<file path="src/rtl/uart_pkg.sv">
// Shared UART definitions: frame state encoding (common to TX and RX), parity selects, data width.
package uart_pkg;

   localparam int DATA_W = 8;

   localparam logic PAR_EVEN = 1'b0;
   localparam logic PAR_ODD  = 1'b1;

   typedef enum logic [2:0] {
      IDLE   = 3'd0,
      START  = 3'd1,
      DATA   = 3'd2,
      PARITY = 3'd3,
      STOP   = 3'd4
   } uart_state_e;

   // Even parity makes the total count of ones even; odd inverts that bit.
   function automatic logic calcParity(input logic [DATA_W-1:0] data, input logic parTyp);
      return (^data) ^ (parTyp == PAR_ODD);
   endfunction

endpackage

</file>
<file path="src/rtl/uart_tx_baud_gen.sv">
// Bit-period tick generator: counts 0..CLKS_PER_BIT-1 and pulses bit_tick_o on the wrap cycle.
module uart_tx_baud_gen #(
   parameter int CLKS_PER_BIT = 1
) (
   input  logic clk,
   input  logic reset,
   input  logic clear_i,
   input  logic enable_i,
   output logic bit_tick_o
);

   localparam int CNT_W = (CLKS_PER_BIT > 1) ? $clog2(CLKS_PER_BIT) : 1;
   localparam logic [CNT_W-1:0] LAST = CNT_W'(CLKS_PER_BIT - 1);

   logic [CNT_W-1:0] tickCnt_q, tickCnt_d;

   always_comb begin
      tickCnt_d = tickCnt_q;
      if (clear_i) begin
         tickCnt_d = '0;
      end else if (enable_i) begin
         tickCnt_d = (tickCnt_q == LAST) ? '0 : tickCnt_q + 1'b1;
      end
   end

   always_ff @(posedge clk) begin
      if (reset) begin
         tickCnt_q <= '0;
      end else begin
         tickCnt_q <= tickCnt_d;
      end
   end

   assign bit_tick_o = enable_i && (tickCnt_q == LAST);

endmodule

</file>
<file path="src/rtl/uart_tx_serializer.sv">
// UART transmitter: start bit, 8 data bits LSB first, optional parity, stop bit; Busy qualifies the frame.
// Define UART_TX_HOLD_EN to add a one-entry holding register allowing back-to-back frames.
module uart_tx_serializer #(
   parameter int CLKS_PER_BIT = 1,
   parameter int DATA_W       = 8
) (
   input  logic              clk,
   input  logic              reset,
   input  logic [DATA_W-1:0] P_DATA,
   input  logic              DATA_VALID,
   input  logic              PAR_EN,
   input  logic              PAR_TYP,
   output logic              TX_OUT,
   output logic              Busy,
   output logic              TX_READY
);

   import uart_pkg::*;

   localparam logic [2:0] LAST_BIT = 3'(DATA_W - 1);

   uart_state_e       state_q, state_d;
   logic [DATA_W-1:0] shift_q, shift_d;
   logic [2:0]        bitCnt_q, bitCnt_d;
   logic              parEn_q, parEn_d;
   logic              parity_q, parity_d;
   logic              txOut_q, txOut_d;
   logic              busy_q, busy_d;

   logic              bitTick;
   logic              accept;
   logic              load;
   logic              stopDone;
   logic [DATA_W-1:0] loadData;
   logic              loadParEn;
   logic              loadParTyp;

   assign accept   = DATA_VALID && TX_READY;
   assign stopDone = (state_q == STOP) && bitTick;

`ifdef UART_TX_HOLD_EN
   logic              holdValid_q, holdValid_d;
   logic [DATA_W-1:0] holdData_q, holdData_d;
   logic              holdParEn_q, holdParEn_d;
   logic              holdParTyp_q, holdParTyp_d;
   logic              fromHold, direct, capture;

   assign TX_READY = ~holdValid_q;
   assign fromHold = stopDone && holdValid_q;
   // A byte accepted in the final STOP cycle with the hold register empty goes straight to the shifter.
   assign direct   = accept && ((state_q == IDLE) || (stopDone && !holdValid_q));
   assign capture  = accept && !direct;
   assign load     = fromHold || direct;

   always_comb begin
      loadData   = P_DATA;
      loadParEn  = PAR_EN;
      loadParTyp = PAR_TYP;
      if (fromHold) begin
         loadData   = holdData_q;
         loadParEn  = holdParEn_q;
         loadParTyp = holdParTyp_q;
      end
   end

   always_comb begin
      holdValid_d  = holdValid_q;
      holdData_d   = holdData_q;
      holdParEn_d  = holdParEn_q;
      holdParTyp_d = holdParTyp_q;
      if (fromHold) begin
         holdValid_d = 1'b0;
      end
      if (capture) begin
         holdValid_d  = 1'b1;
         holdData_d   = P_DATA;
         holdParEn_d  = PAR_EN;
         holdParTyp_d = PAR_TYP;
      end
   end

   always_ff @(posedge clk) begin
      if (reset) begin
         holdValid_q  <= 1'b0;
         holdData_q   <= '0;
         holdParEn_q  <= 1'b0;
         holdParTyp_q <= 1'b0;
      end else begin
         holdValid_q  <= holdValid_d;
         holdData_q   <= holdData_d;
         holdParEn_q  <= holdParEn_d;
         holdParTyp_q <= holdParTyp_d;
      end
   end
`else
   assign TX_READY   = ~busy_q;
   assign load       = accept;
   assign loadData   = P_DATA;
   assign loadParEn  = PAR_EN;
   assign loadParTyp = PAR_TYP;
`endif

   uart_tx_baud_gen #(
      .CLKS_PER_BIT(CLKS_PER_BIT)
   ) u_baud_gen (
      .clk       (clk),
      .reset     (reset),
      .clear_i   (load),
      .enable_i  (state_q != IDLE),
      .bit_tick_o(bitTick)
   );

   always_ff @(posedge clk) begin
      if (reset) begin
         state_q <= IDLE;
      end else begin
         state_q <= state_d;
      end
   end

   always_comb begin
      state_d = state_q;
      unique case (state_q)
         IDLE:    if (load) state_d = START;
         START:   if (bitTick) state_d = DATA;
         DATA:    if (bitTick && (bitCnt_q == LAST_BIT)) state_d = parEn_q ? PARITY : STOP;
         PARITY:  if (bitTick) state_d = STOP;
         STOP:    if (bitTick) state_d = load ? START : IDLE;
         default: state_d = IDLE;
      endcase
   end

   always_comb begin
      shift_d  = shift_q;
      bitCnt_d = bitCnt_q;
      parEn_d  = parEn_q;
      parity_d = parity_q;
      if (load) begin
         shift_d  = loadData;
         bitCnt_d = '0;
         parEn_d  = loadParEn;
         parity_d = calcParity(loadData, loadParTyp);
      end else if ((state_q == DATA) && bitTick) begin
         shift_d  = shift_q >> 1;
         bitCnt_d = bitCnt_q + 3'd1;
      end
   end

   // Outputs are decoded from next state so the registered line lines up with the state it belongs to.
   always_comb begin
      txOut_d = 1'b1;
      busy_d  = (state_d != IDLE);
      unique case (state_d)
         IDLE:    txOut_d = 1'b1;
         START:   txOut_d = 1'b0;
         DATA:    txOut_d = shift_d[0];
         PARITY:  txOut_d = parity_d;
         STOP:    txOut_d = 1'b1;
         default: txOut_d = 1'b1;
      endcase
   end

   always_ff @(posedge clk) begin
      if (reset) begin
         shift_q  <= '0;
         bitCnt_q <= '0;
         parEn_q  <= 1'b0;
         parity_q <= 1'b0;
         txOut_q  <= 1'b1;
         busy_q   <= 1'b0;
      end else begin
         shift_q  <= shift_d;
         bitCnt_q <= bitCnt_d;
         parEn_q  <= parEn_d;
         parity_q <= parity_d;
         txOut_q  <= txOut_d;
         busy_q   <= busy_d;
      end
   end

   assign TX_OUT = txOut_q;
   assign Busy   = busy_q;

endmodule

</file>
<file path="config.mk">
export PLATFORM = sky130hd
export DESIGN_NAME = uart_tx_serializer
export DESIGN_NICKNAME = d
export VERILOG_FILES = /design/src/rtl/uart_pkg.sv /design/src/rtl/uart_tx_baud_gen.sv /design/src/rtl/uart_tx_serializer.sv
export SDC_FILE = /design/constraint.sdc
export NUM_CORES = 1
export LEC_CHECK = 0
export CAP_MARGIN = 20
export CORE_MARGIN = 5
export CORE_UTILIZATION = 50
export CTS_CLUSTER_DIAMETER = 100
export DETAILED_ROUTE_END_ITERATION = 12
export PLACE_DENSITY = 0.76
export SETUP_SLACK_MARGIN = 0.02
export SKIP_LAST_GASP = 1
export SLEW_MARGIN = 10
export SYNTH_ARGS = -nofsm -noshare
export SYNTH_HDL_FRONTEND = slang
export SYNTH_SLANG_ARGS = --single-unit
</file>
<file path="constraint.sdc">
create_clock -name clk -period 1.95 [get_ports clk]
set_input_delay 0.39 -clock clk [delete_from_list [all_inputs] [get_ports clk]]
set_output_delay 0.39 -clock clk [all_outputs]
set_load 0.01 [all_outputs]
</file>
==> results.cfg <==
[pwr]
power_frac_seq_pct = 49.7
switchingPower_w = 0.000222
swShare_pct = 26.6
p_total_w = 0.000831
pwr-share-comb_pct = 22.3
clkPwrFrac_pct = 28.0
p_per_area_nw_per_um2 = 733
power_leakage_nw = 0.450
ir_drop_mv = 0.426
intPower_w = 0.000610

[floorplan]
die_y_um = 52.2
core_area_um2 = 1710
fp.dieW_um = 52.2
dieArea_um2 = 2730
initial_core_util_pct = 52.2
ios = 16
fp-row-count = 15

[global_route]
grt_pass1_wl_mm = 3.46
antenna_found_initial = 0
track_usage_pct = 17.4
gr-total-overflow = 0
grt_max_degree = 13
grt_pass1_vias = 777

[final_layout]
drive_gt1_share_pct = 8.94
final_util_pct = 66.4
stdcell_count = 148
synthToLayoutAreaGrowth_pct = 27.2
fin_nets = 139
num_antenna_cells = 0

[clocking]
clockBufferDepth = 2
insertion_delay_ns = 0.30
hold_buffers = 0
cts_setup_buffers = 0
cts_tree = built
cts_sinks = 18
clkTransAtPathRegs_ns = 0.10
h-tree-depth = 1
cts_buffers = 3
cts_root_buffer = clkbuf_4
cts_resized = 0

[timing]
tightest_slew_ns = 0.437
clock.fmax_ghz = 0.551
hold_viol_final = 0
drv_slew = 0
rsz0062_at_grt = no
setup_violations = 0
period_share_pct = 93.2
fin_crit_ns = 1.82
clock_skew_ns = 0.00529
slew_headroom_pct = 70.7

[setup_path]
crit_arrival_ns = 2.07
worstPathRequired_ns = 2.20
critPathLaunchType = input port
critPathMaxFanout = 4
reg2reg_depth = 4
worstSetupPathType = in -> reg
cp-end-kind = register

[route]
drt_wl_total_mm = 1.86
drtPass1Iterations = 4
vias_per_cell = 5.49
wl_per_cell_um = 12.6
final_antenna_net_count = 0
drc = 0
vias = 812
drtIter0Drc = 20

[yosys]
syn-num-nets = 118
synth_top_family_by_area = simple AND/OR/NAND/NOR gates
synth_compound_area_share_pct = 15.6
synth_seq_cells = 18
synth.cell_area_um2 = 892
synth_most_common_cell = dfxtp_1
synth_edf_count = 0
synth.top_cells.by_area = dfxtp_1 (40%), nand2_1 (6.7%), a311oi_1 (5.9%), xnor2_1 (3.9%), nor2_1 (3.8%)
synth_simple_gate_area_share_pct = 27.5
ys_types = 32
synth_top_area_share_pct = 40.4
synthTopCellsByCount = dfxtp_1 (18), nand2_1 (16), nor2_1 (9)
yosys_warnings = 0
syn_inst = 103
seq_area_frac_synth_pct = 40.4
synthAdderAreaFrac_pct = 2.81
yosys.area_share.xor_xnor_pct = 8.42
synthArstFlopShare_pct = 0
syn_avg_cell_area_um2 = 8.66
synth.mux.area_fraction_pct = 2.24
synthFlopType = dfxtp_1
yosysTopAreaCell = dfxtp_1

[placement]
io_buffers = 15
dpl.hpwl_mm = 1.38
gp_congestion = 0.846
post-place-cells = 144

[outcome]
status = completed

[hold_path]
worstHoldPathCells = 2
min_path_type = reg -> reg

[job]
drv_cap = 0
## kinds of logic after synthesis
logic type,count (synthesis)
xor+xnor,7
simple gates,49
mux,2
buf+inv,7
fa+ha+maj,2
compound gates,18
flops,18
## final cells by class
class,instances,area [um^2]
Clock buffer,4,36.3
Inverter,2,7.51
Timing Repair Buffer,21,195
Sequential cell,18,360
Multi-Input combinational cell,78,504
Tap cell,25,31.3
Fill cell,139,573
## flip-flops by register name (all words and copies together), names as in the netlist
name,cells
parity_q,1
shift_q,8
TX_OUT,1
bitCnt_q,3
Busy,1
parEn_q,1
state_q,3
## critical path: stages
cell and delay, ns:
clkdlybuf4s50_1 0.49, xor2_1 0.16, xnor3_1 0.46, or4_1 0.49, nand3_1 0.08
## placed cells by master, fill, tap and decap left out, types with 2 or more instances in the layout
master,n
a21oi_1,2
a311oi_1,6
buf_4,6
clkbuf_4,3
clkdlybuf4s50_1,15
dfxtp_1,18
ha_1,2
inv_1,2
mux2i_1,2
nand2_1,16
nand2b_1,3
nand3_1,3
nor2_1,9
nor2b_1,4
nor3_1,6
o21a_1,2
o21ai_0,2
o311a_1,2
xnor2_1,4
xor2_1,2
## power groups by stage
stage	clock network (W)	registers [W]	logic [W]
after global placement	0	0.000421	0.000182
after detailed placement	0	0.000422	0.000184
after floorplan	0	0.000422	0.000108
after global routing	0.000262	0.000418	0.000204
final	0.000233	0.000414	0.000185
after CTS	0.000238	0.000414	0.000186
## through the flow
stage          setup TNS, ns  setup WS, ns  hold slack (ns)  instance area, um^2
2_1_floorplan              0         0.405            0.448                  892
3_3_place_gp          -0.221        -0.143            0.458                 1100
3_5_place_dp          -0.256        -0.179            0.463                 1100
4_1_cts                    0         0.134            0.477                 1130
5_1_grt                    0        0.0299            0.504                 1130
6_report                   0         0.134            0.474                 1130
## metal layers
metal | up-vias | global-route usage (%) | share of wire [%]
li1 | 409 | - | -
met1 | 380 | 21.9 | 47
met2 | 19 | 27.2 | 46
met3 | 4 | 5.41 | 4.9
met4 | 0 | 7.66 | 1.5
met5 | - | 0 | 0
## worst paths after layout
kind           endpoint  startpoint  slack, ns
max            parity_q   P_DATA[4]       0.13
min          shift_q[7]  shift_q[7]       0.47
max reg2reg      TX_OUT  state_q[1]       0.14
min reg2reg  shift_q[7]  shift_q[7]       0.47
No activity file was read; power rests on OpenSTA's default activity.
